[config.mk]
export PLATFORM = sky130hd
export DESIGN_NAME = mod_exp_ctrl
export DESIGN_NICKNAME = d
export VERILOG_FILES = /design/src/rtl/mod_exp_ctrl.sv
export SDC_FILE = /design/constraint.sdc
export NUM_CORES = 1
export LEC_CHECK = 0
export CORE_MARGIN = 8
export CORE_UTILIZATION = 50
export DETAILED_ROUTE_END_ITERATION = 10
export GPL_ROUTABILITY_DRIVEN = 0
export PLACE_DENSITY = 0.77
export SLEW_MARGIN = 30
export SYNTH_ARGS = -nofsm -noshare
export SYNTH_HDL_FRONTEND = slang
export SYNTH_SLANG_ARGS = --single-unit
[constraint.sdc]
create_clock -name pclk -period 4.6 [get_ports pclk]
set_input_delay 0.46 -clock pclk [delete_from_list [all_inputs] [get_ports pclk]]
set_output_delay 0.46 -clock pclk [all_outputs]
set_load 0.01 [all_outputs]
[src/rtl/mod_exp_ctrl.sv]
// mod_exp_ctrl
// ------------
// Computes y = x^e mod m using left-to-right square-and-multiply. Every
// multiply is a Montgomery multiply (R = 2^64) performed by an external
// multiplier. The block converts the operands into the Montgomery domain
// on the way in and back out again, so x and y are ordinary residues.
//
// Ports
//   pclk, nreset      clock and synchronous active-low reset
//   start             one-cycle request, only honoured in IDLE
//   x, e, m           base, exponent and odd modulus (x < m)
//   r_mod, r2_mod     R mod m and R^2 mod m, supplied by software
//   busy              high while an exponentiation is in progress
//   done              one-cycle pulse when y (and err) are valid
//   err               set with done when the modulus was even
//   y                 result, held until it is next overwritten
//   mm_go             multiplier request, held for the whole operation
//   mm_a, mm_b, mm_m  multiplier operands, stable while mm_go is high
//   mm_p, mm_ready    multiplier result and its valid flag

module mod_exp_ctrl #(
    parameter int EW = 64
) (
    input  logic          pclk,
    input  logic          nreset,
    input  logic          start,
    input  logic [63:0]   x,
    input  logic [EW-1:0] e,
    input  logic [63:0]   m,
    input  logic [63:0]   r_mod,
    input  logic [63:0]   r2_mod,
    output logic          busy,
    output logic          done,
    output logic          err,
    output logic [63:0]   y,
    output logic          mm_go,
    output logic [63:0]   mm_a,
    output logic [63:0]   mm_b,
    output logic [63:0]   mm_m,
    input  logic [65:0]   mm_p,
    input  logic          mm_ready
);

    localparam int IW = (EW > 1) ? $clog2(EW) : 1;

    typedef enum logic [2:0] {
        IDLE,
        CONV_IN,
        SCAN,
        SQR,
        MUL,
        CONV_OUT,
        DONE
    } state_t;

    state_t        state,   state_nxt;
    logic [63:0]   x_q,     x_q_nxt;
    logic [EW-1:0] e_q,     e_q_nxt;
    logic [63:0]   m_q,     m_q_nxt;
    logic [63:0]   r_q,     r_q_nxt;
    logic [63:0]   r2_q,    r2_q_nxt;
    logic [63:0]   xm,      xm_nxt;
    logic [63:0]   acc,     acc_nxt;
    logic          started, started_nxt;
    logic [IW-1:0] idx,     idx_nxt;
    logic          busy_nxt, done_nxt, err_nxt, mm_go_nxt;
    logic [63:0]   y_nxt, mm_a_nxt, mm_b_nxt, mm_m_nxt;

    // The multiplier guarantees P < M, so the two top bits carry nothing.
    logic [63:0] p_lo;
    logic        unused_p_hi;
    logic        op_done;

    assign p_lo        = mm_p[63:0];
    assign unused_p_hi = ^mm_p[65:64];
    assign op_done     = mm_go && mm_ready;

    always_ff @(posedge pclk) begin
        if (!nreset) begin
            state   <= IDLE;
            x_q     <= '0;
            e_q     <= '0;
            m_q     <= '0;
            r_q     <= '0;
            r2_q    <= '0;
            xm      <= '0;
            acc     <= '0;
            started <= 1'b0;
            idx     <= '0;
            busy    <= 1'b0;
            done    <= 1'b0;
            err     <= 1'b0;
            y       <= '0;
            mm_go   <= 1'b0;
            mm_a    <= '0;
            mm_b    <= '0;
            mm_m    <= '0;
        end else begin
            state   <= state_nxt;
            x_q     <= x_q_nxt;
            e_q     <= e_q_nxt;
            m_q     <= m_q_nxt;
            r_q     <= r_q_nxt;
            r2_q    <= r2_q_nxt;
            xm      <= xm_nxt;
            acc     <= acc_nxt;
            started <= started_nxt;
            idx     <= idx_nxt;
            busy    <= busy_nxt;
            done    <= done_nxt;
            err     <= err_nxt;
            y       <= y_nxt;
            mm_go   <= mm_go_nxt;
            mm_a    <= mm_a_nxt;
            mm_b    <= mm_b_nxt;
            mm_m    <= mm_m_nxt;
        end
    end

    // Operation handshake: an op state whose mm_go is low loads the operands
    // and raises mm_go in the same edge; once mm_ready is seen the result is
    // captured and mm_go drops. The cycle spent in the following state with
    // mm_go low is the one-cycle gap the multiplier needs to clear itself.
    // SCAN launches the square directly so the gap after a multiply that
    // returns through SCAN is still exactly one cycle.
    always_comb begin
        state_nxt   = state;
        x_q_nxt     = x_q;
        e_q_nxt     = e_q;
        m_q_nxt     = m_q;
        r_q_nxt     = r_q;
        r2_q_nxt    = r2_q;
        xm_nxt      = xm;
        acc_nxt     = acc;
        started_nxt = started;
        idx_nxt     = idx;
        busy_nxt    = busy;
        done_nxt    = 1'b0;
        err_nxt     = err;
        y_nxt       = y;
        mm_go_nxt   = mm_go;
        mm_a_nxt    = mm_a;
        mm_b_nxt    = mm_b;
        mm_m_nxt    = mm_m;

        case (state)
            IDLE: begin
                if (start) begin
                    x_q_nxt  = x;
                    e_q_nxt  = e;
                    m_q_nxt  = m;
                    r_q_nxt  = r_mod;
                    r2_q_nxt = r2_mod;
                    err_nxt  = 1'b0;
                    if (!m[0]) begin
                        // Montgomery arithmetic needs an odd modulus.
                        state_nxt = DONE;
                        done_nxt  = 1'b1;
                        err_nxt   = 1'b1;
                        y_nxt     = '0;
                    end else begin
                        state_nxt = CONV_IN;
                        busy_nxt  = 1'b1;
                    end
                end
            end

            CONV_IN: begin
                if (!mm_go) begin
                    mm_a_nxt  = x_q;
                    mm_b_nxt  = r2_q;
                    mm_m_nxt  = m_q;
                    mm_go_nxt = 1'b1;
                end else if (op_done) begin
                    mm_go_nxt   = 1'b0;
                    xm_nxt      = p_lo;
                    acc_nxt     = r_q;
                    started_nxt = 1'b0;
                    idx_nxt     = IW'(EW - 1);
                    state_nxt   = SCAN;
                end
            end

            SCAN: begin
                if (started) begin
                    mm_a_nxt  = acc;
                    mm_b_nxt  = acc;
                    mm_m_nxt  = m_q;
                    mm_go_nxt = 1'b1;
                    state_nxt = SQR;
                end else begin
                    // The top set bit just loads xm: squaring and multiplying
                    // the Montgomery one would waste two operations.
                    if (e_q[idx]) begin
                        acc_nxt     = xm;
                        started_nxt = 1'b1;
                    end
                    if (idx == '0) begin
                        state_nxt = CONV_OUT;
                    end else begin
                        idx_nxt = idx - IW'(1);
                    end
                end
            end

            SQR: begin
                if (op_done) begin
                    mm_go_nxt = 1'b0;
                    acc_nxt   = p_lo;
                    if (e_q[idx]) begin
                        state_nxt = MUL;
                    end else if (idx == '0) begin
                        state_nxt = CONV_OUT;
                    end else begin
                        idx_nxt   = idx - IW'(1);
                        state_nxt = SCAN;
                    end
                end
            end

            MUL: begin
                if (!mm_go) begin
                    mm_a_nxt  = acc;
                    mm_b_nxt  = xm;
                    mm_m_nxt  = m_q;
                    mm_go_nxt = 1'b1;
                end else if (op_done) begin
                    mm_go_nxt = 1'b0;
                    acc_nxt   = p_lo;
                    if (idx == '0) begin
                        state_nxt = CONV_OUT;
                    end else begin
                        idx_nxt   = idx - IW'(1);
                        state_nxt = SCAN;
                    end
                end
            end

            CONV_OUT: begin
                // Multiplying by plain 1 strips the R factor.
                if (!mm_go) begin
                    mm_a_nxt  = acc;
                    mm_b_nxt  = 64'd1;
                    mm_m_nxt  = m_q;
                    mm_go_nxt = 1'b1;
                end else if (op_done) begin
                    mm_go_nxt = 1'b0;
                    y_nxt     = p_lo;
                    busy_nxt  = 1'b0;
                    done_nxt  = 1'b1;
                    state_nxt = DONE;
                end
            end

            DONE: begin
                state_nxt = IDLE;
            end

            default: begin
                state_nxt = IDLE;
                busy_nxt  = 1'b0;
                mm_go_nxt = 1'b0;
            end
        endcase
    end

endmodule

==> metrics <==
status complete, no violations; ys flop type dfxtp_1; Slew @ Worst Pin 0.977 ns; CP delay by family, top compound AO/OA/AOI/OAI gates; Mapped Area about 29,000 um2; Mapped Cells 3,444; Post-CTS Setup Bufs 0; Syn Nets 3,836; Detail Route Antenna Nets 0; CTS root buf clkbuf_16; via density per instance 5.75; Max Freq between 200 and 300 MHz; commonest non-fill, non-tap cell in the layout nand2_1; Area growth syn-to-layout 32.3%; Synthesis Warnings 0; FF+latch count, synth 718; Slew Viols, Final 0; CTS max path bufs 3; DR pass1 iterations 6; CP Data Required Time slightly above 5 ns; # setup viols final 0; Reg clk slew, reported paths 0.06 ns; I/O pin cnt 650; minimum clock period 3.65 ns; CTS H-tree depth 3; Setup TNS 0 ns; Critical Path Source idx[1]; post-DP HPWL 67,500 um; delay of the slowest critical-path stage 0.92 ns; Crit Path Class register to register; Critical Path End acc[38]; Fillers 4,727; PostCTS Resize Cnt 0; fraction of registers with async set/reset 0; # rows just under 90; CP Depth 8; R2R setup slack 0.95 ns; Vias 27,400; reg2reg start idx[1]; synthesized area per cell around 8.4 um2; die area 66,100 um2; worst hold start x[7]; share of cells above drive strength 1 0.0701; # DRC 0; Hold-fix buffers, CTS 0; EDFF count, synth 0; Pleak roughly 14 nW; worst skew pair latency 0.61 ns; CP max stage cell dfxtp_1; Worst Setup Start Kind register; total track usage 0.292; CTS tree yes; Crit path arrival time between 4 and 5 ns; Reg2Reg Depth 8; sequential share of the synthesized area 0.494; number of DRC markers in iteration 0 ~2,800; Yosys cell types 61; DP Area 35,800 um2; reg2reg end acc[38]; slew margin rel. 0.348; gr ovfl total 0; WP buf/inv 1; worst min path class primary input to register; CTS sink count between 700 and 800; Avg WL per Cell ~22 um; Post-Route WL 102,000 um; max-capacitance violation count 0; design area 38,500 um2; total CTS buffers 75; placeable core area 57,600 um2; Nets about 4,300; Final Hold Vio Count 0; Final Cycle Share 0.794; largest net degree at the start of global routing between 100 and 150; CP max FO 49; Die W between 200 and 300 um; Crit. End Element register; clk_skew 0.0247 ns; Port Buffer Count 647; vias in the first global route 25,700; most frequent cells in the layout 1,049 x nand2_1, 717 x dfxtp_1, 647 x clkdlybuf4s50_1; RSZ-0062 raised after global routing false; Max VDD drop just under 0.0006 V; power density over the cells between 600 and 700 nW/um2; first-pass GRT wire length around 150,000 um; crit path cell chain nor2b_1, a22oi_1, a31oi_1, a311o_1, o221ai_4, and2_4, buf_12, a311oi_2; initial antenna violation count 28; Initial Util 0.505; die height 257 um
==> worst min path at each step <==
stage | cells after the start | slack, ns | end
CTS | 3 | 0.35 | x_q[7]
global route | 3 | 0.38 | r2_q[29]
floorplan | 2 | 0.43 | e_q[18]
detailed placement | 2 | 0.44 | e_q[62]
finish | 3 | 0.39 | x_q[7]
global placement | 2 | 0.44 | mm_b[16]
==> final cells by class <==
cell class              instances  area [um2]  area share
flip-flops and latches        718       14400       0.374
multi-input cells            2404       13300       0.347
repair buffers                701        7110       0.185
clock buffers                 117        2360      0.0613
well taps                     765         957      0.0249
clock inverters                19         214     0.00556
diodes                         27        67.6     0.00176
inverters                       6        37.5    0.000976
==> power breakdown <==
group / leakage, nW / total [mW] / switching (mW) / internal [mW]
combinational: 6.62 / 9.86 / 6.18 / 3.68
sequential: 5.85 / 8.68 / 1.09 / 7.59
clock: 1.28 / 6.26 / 2.55 / 3.71
==> synthesized netlist by cell type (all sizes together), types with 2 or more instances <==
cell,count,share of area
mux2i,137,0.047
a22oi,130,0.034
a221oi,64,0.019
and2,2,0.00052
o31a,2,0.00060
dfxtp,718,0.49
nand3,15,0.0026
o22ai,5,0.0013
dlygate4sd1,14,0.0042
o221a,4,0.0015
nor3b,2,0.00052
inv,6,0.00077
o21ai,15,0.0026
a21oi,586,0.10
nand2,1050,0.14
a31oi,2,0.00043
dlygate4sd3,3,0.0010
nor2,152,0.020
a211oi,66,0.017
buf,52,0.013
or2,2,0.00043
ha,2,0.00086
nand3b,2,0.00052
mux2,2,0.00077
clkbuf,247,0.032
and3,3,0.00065
a211o,63,0.019
mux4,12,0.0097
nor2b,2,0.00043
nand2b,4,0.0011
a311oi,64,0.032
nor3,3,0.00052
==> layer usage <==
layer	routed length [um]	global-route usage	vias up
li1	-	-	12900
met1	39600	0.354	13100
met2	49700	0.488	1175
met3	8840	0.0710	225
met4	4290	0.130	8
met5	55	0	-
==> cells by family after synthesis <==
| logic type | after synthesis | synth area share |
|---|---|---|
| buffers and inverters | 322 | 0.0513 |
| adder cells (fa/ha/maj) | 2 | 0.000861 |
| AND/OR/NAND/NOR | 1240 | 0.163 |
| AO/OA/AOI/OAI | 1011 | 0.233 |
| flip-flops | 718 | 0.494 |
| multiplexers | 151 | 0.0576 |
==> tightest hold or removal path, stage by stage <==
cell,delay (ns)
clkdlybuf4s50_1,0.39
nand2_1,0.05
a21oi_1,0.05
==> metrics by stage <==
step	setup WS, ns	util	total power, mW	std cells	hold slack [ns]
detailed placement	1.00	0.622	18.6	4594	0.443
CTS	0.977	0.667	24.8	4730	0.351
global placement	1.03	0.622	18.4	4594	0.437
global route	0.788	0.668	26.0	4751	0.377
finish	0.947	0.668	24.8	4757	0.388
floorplan	2.33	-	14.9	3444	0.432
Power figures use the tool's default switching activity.
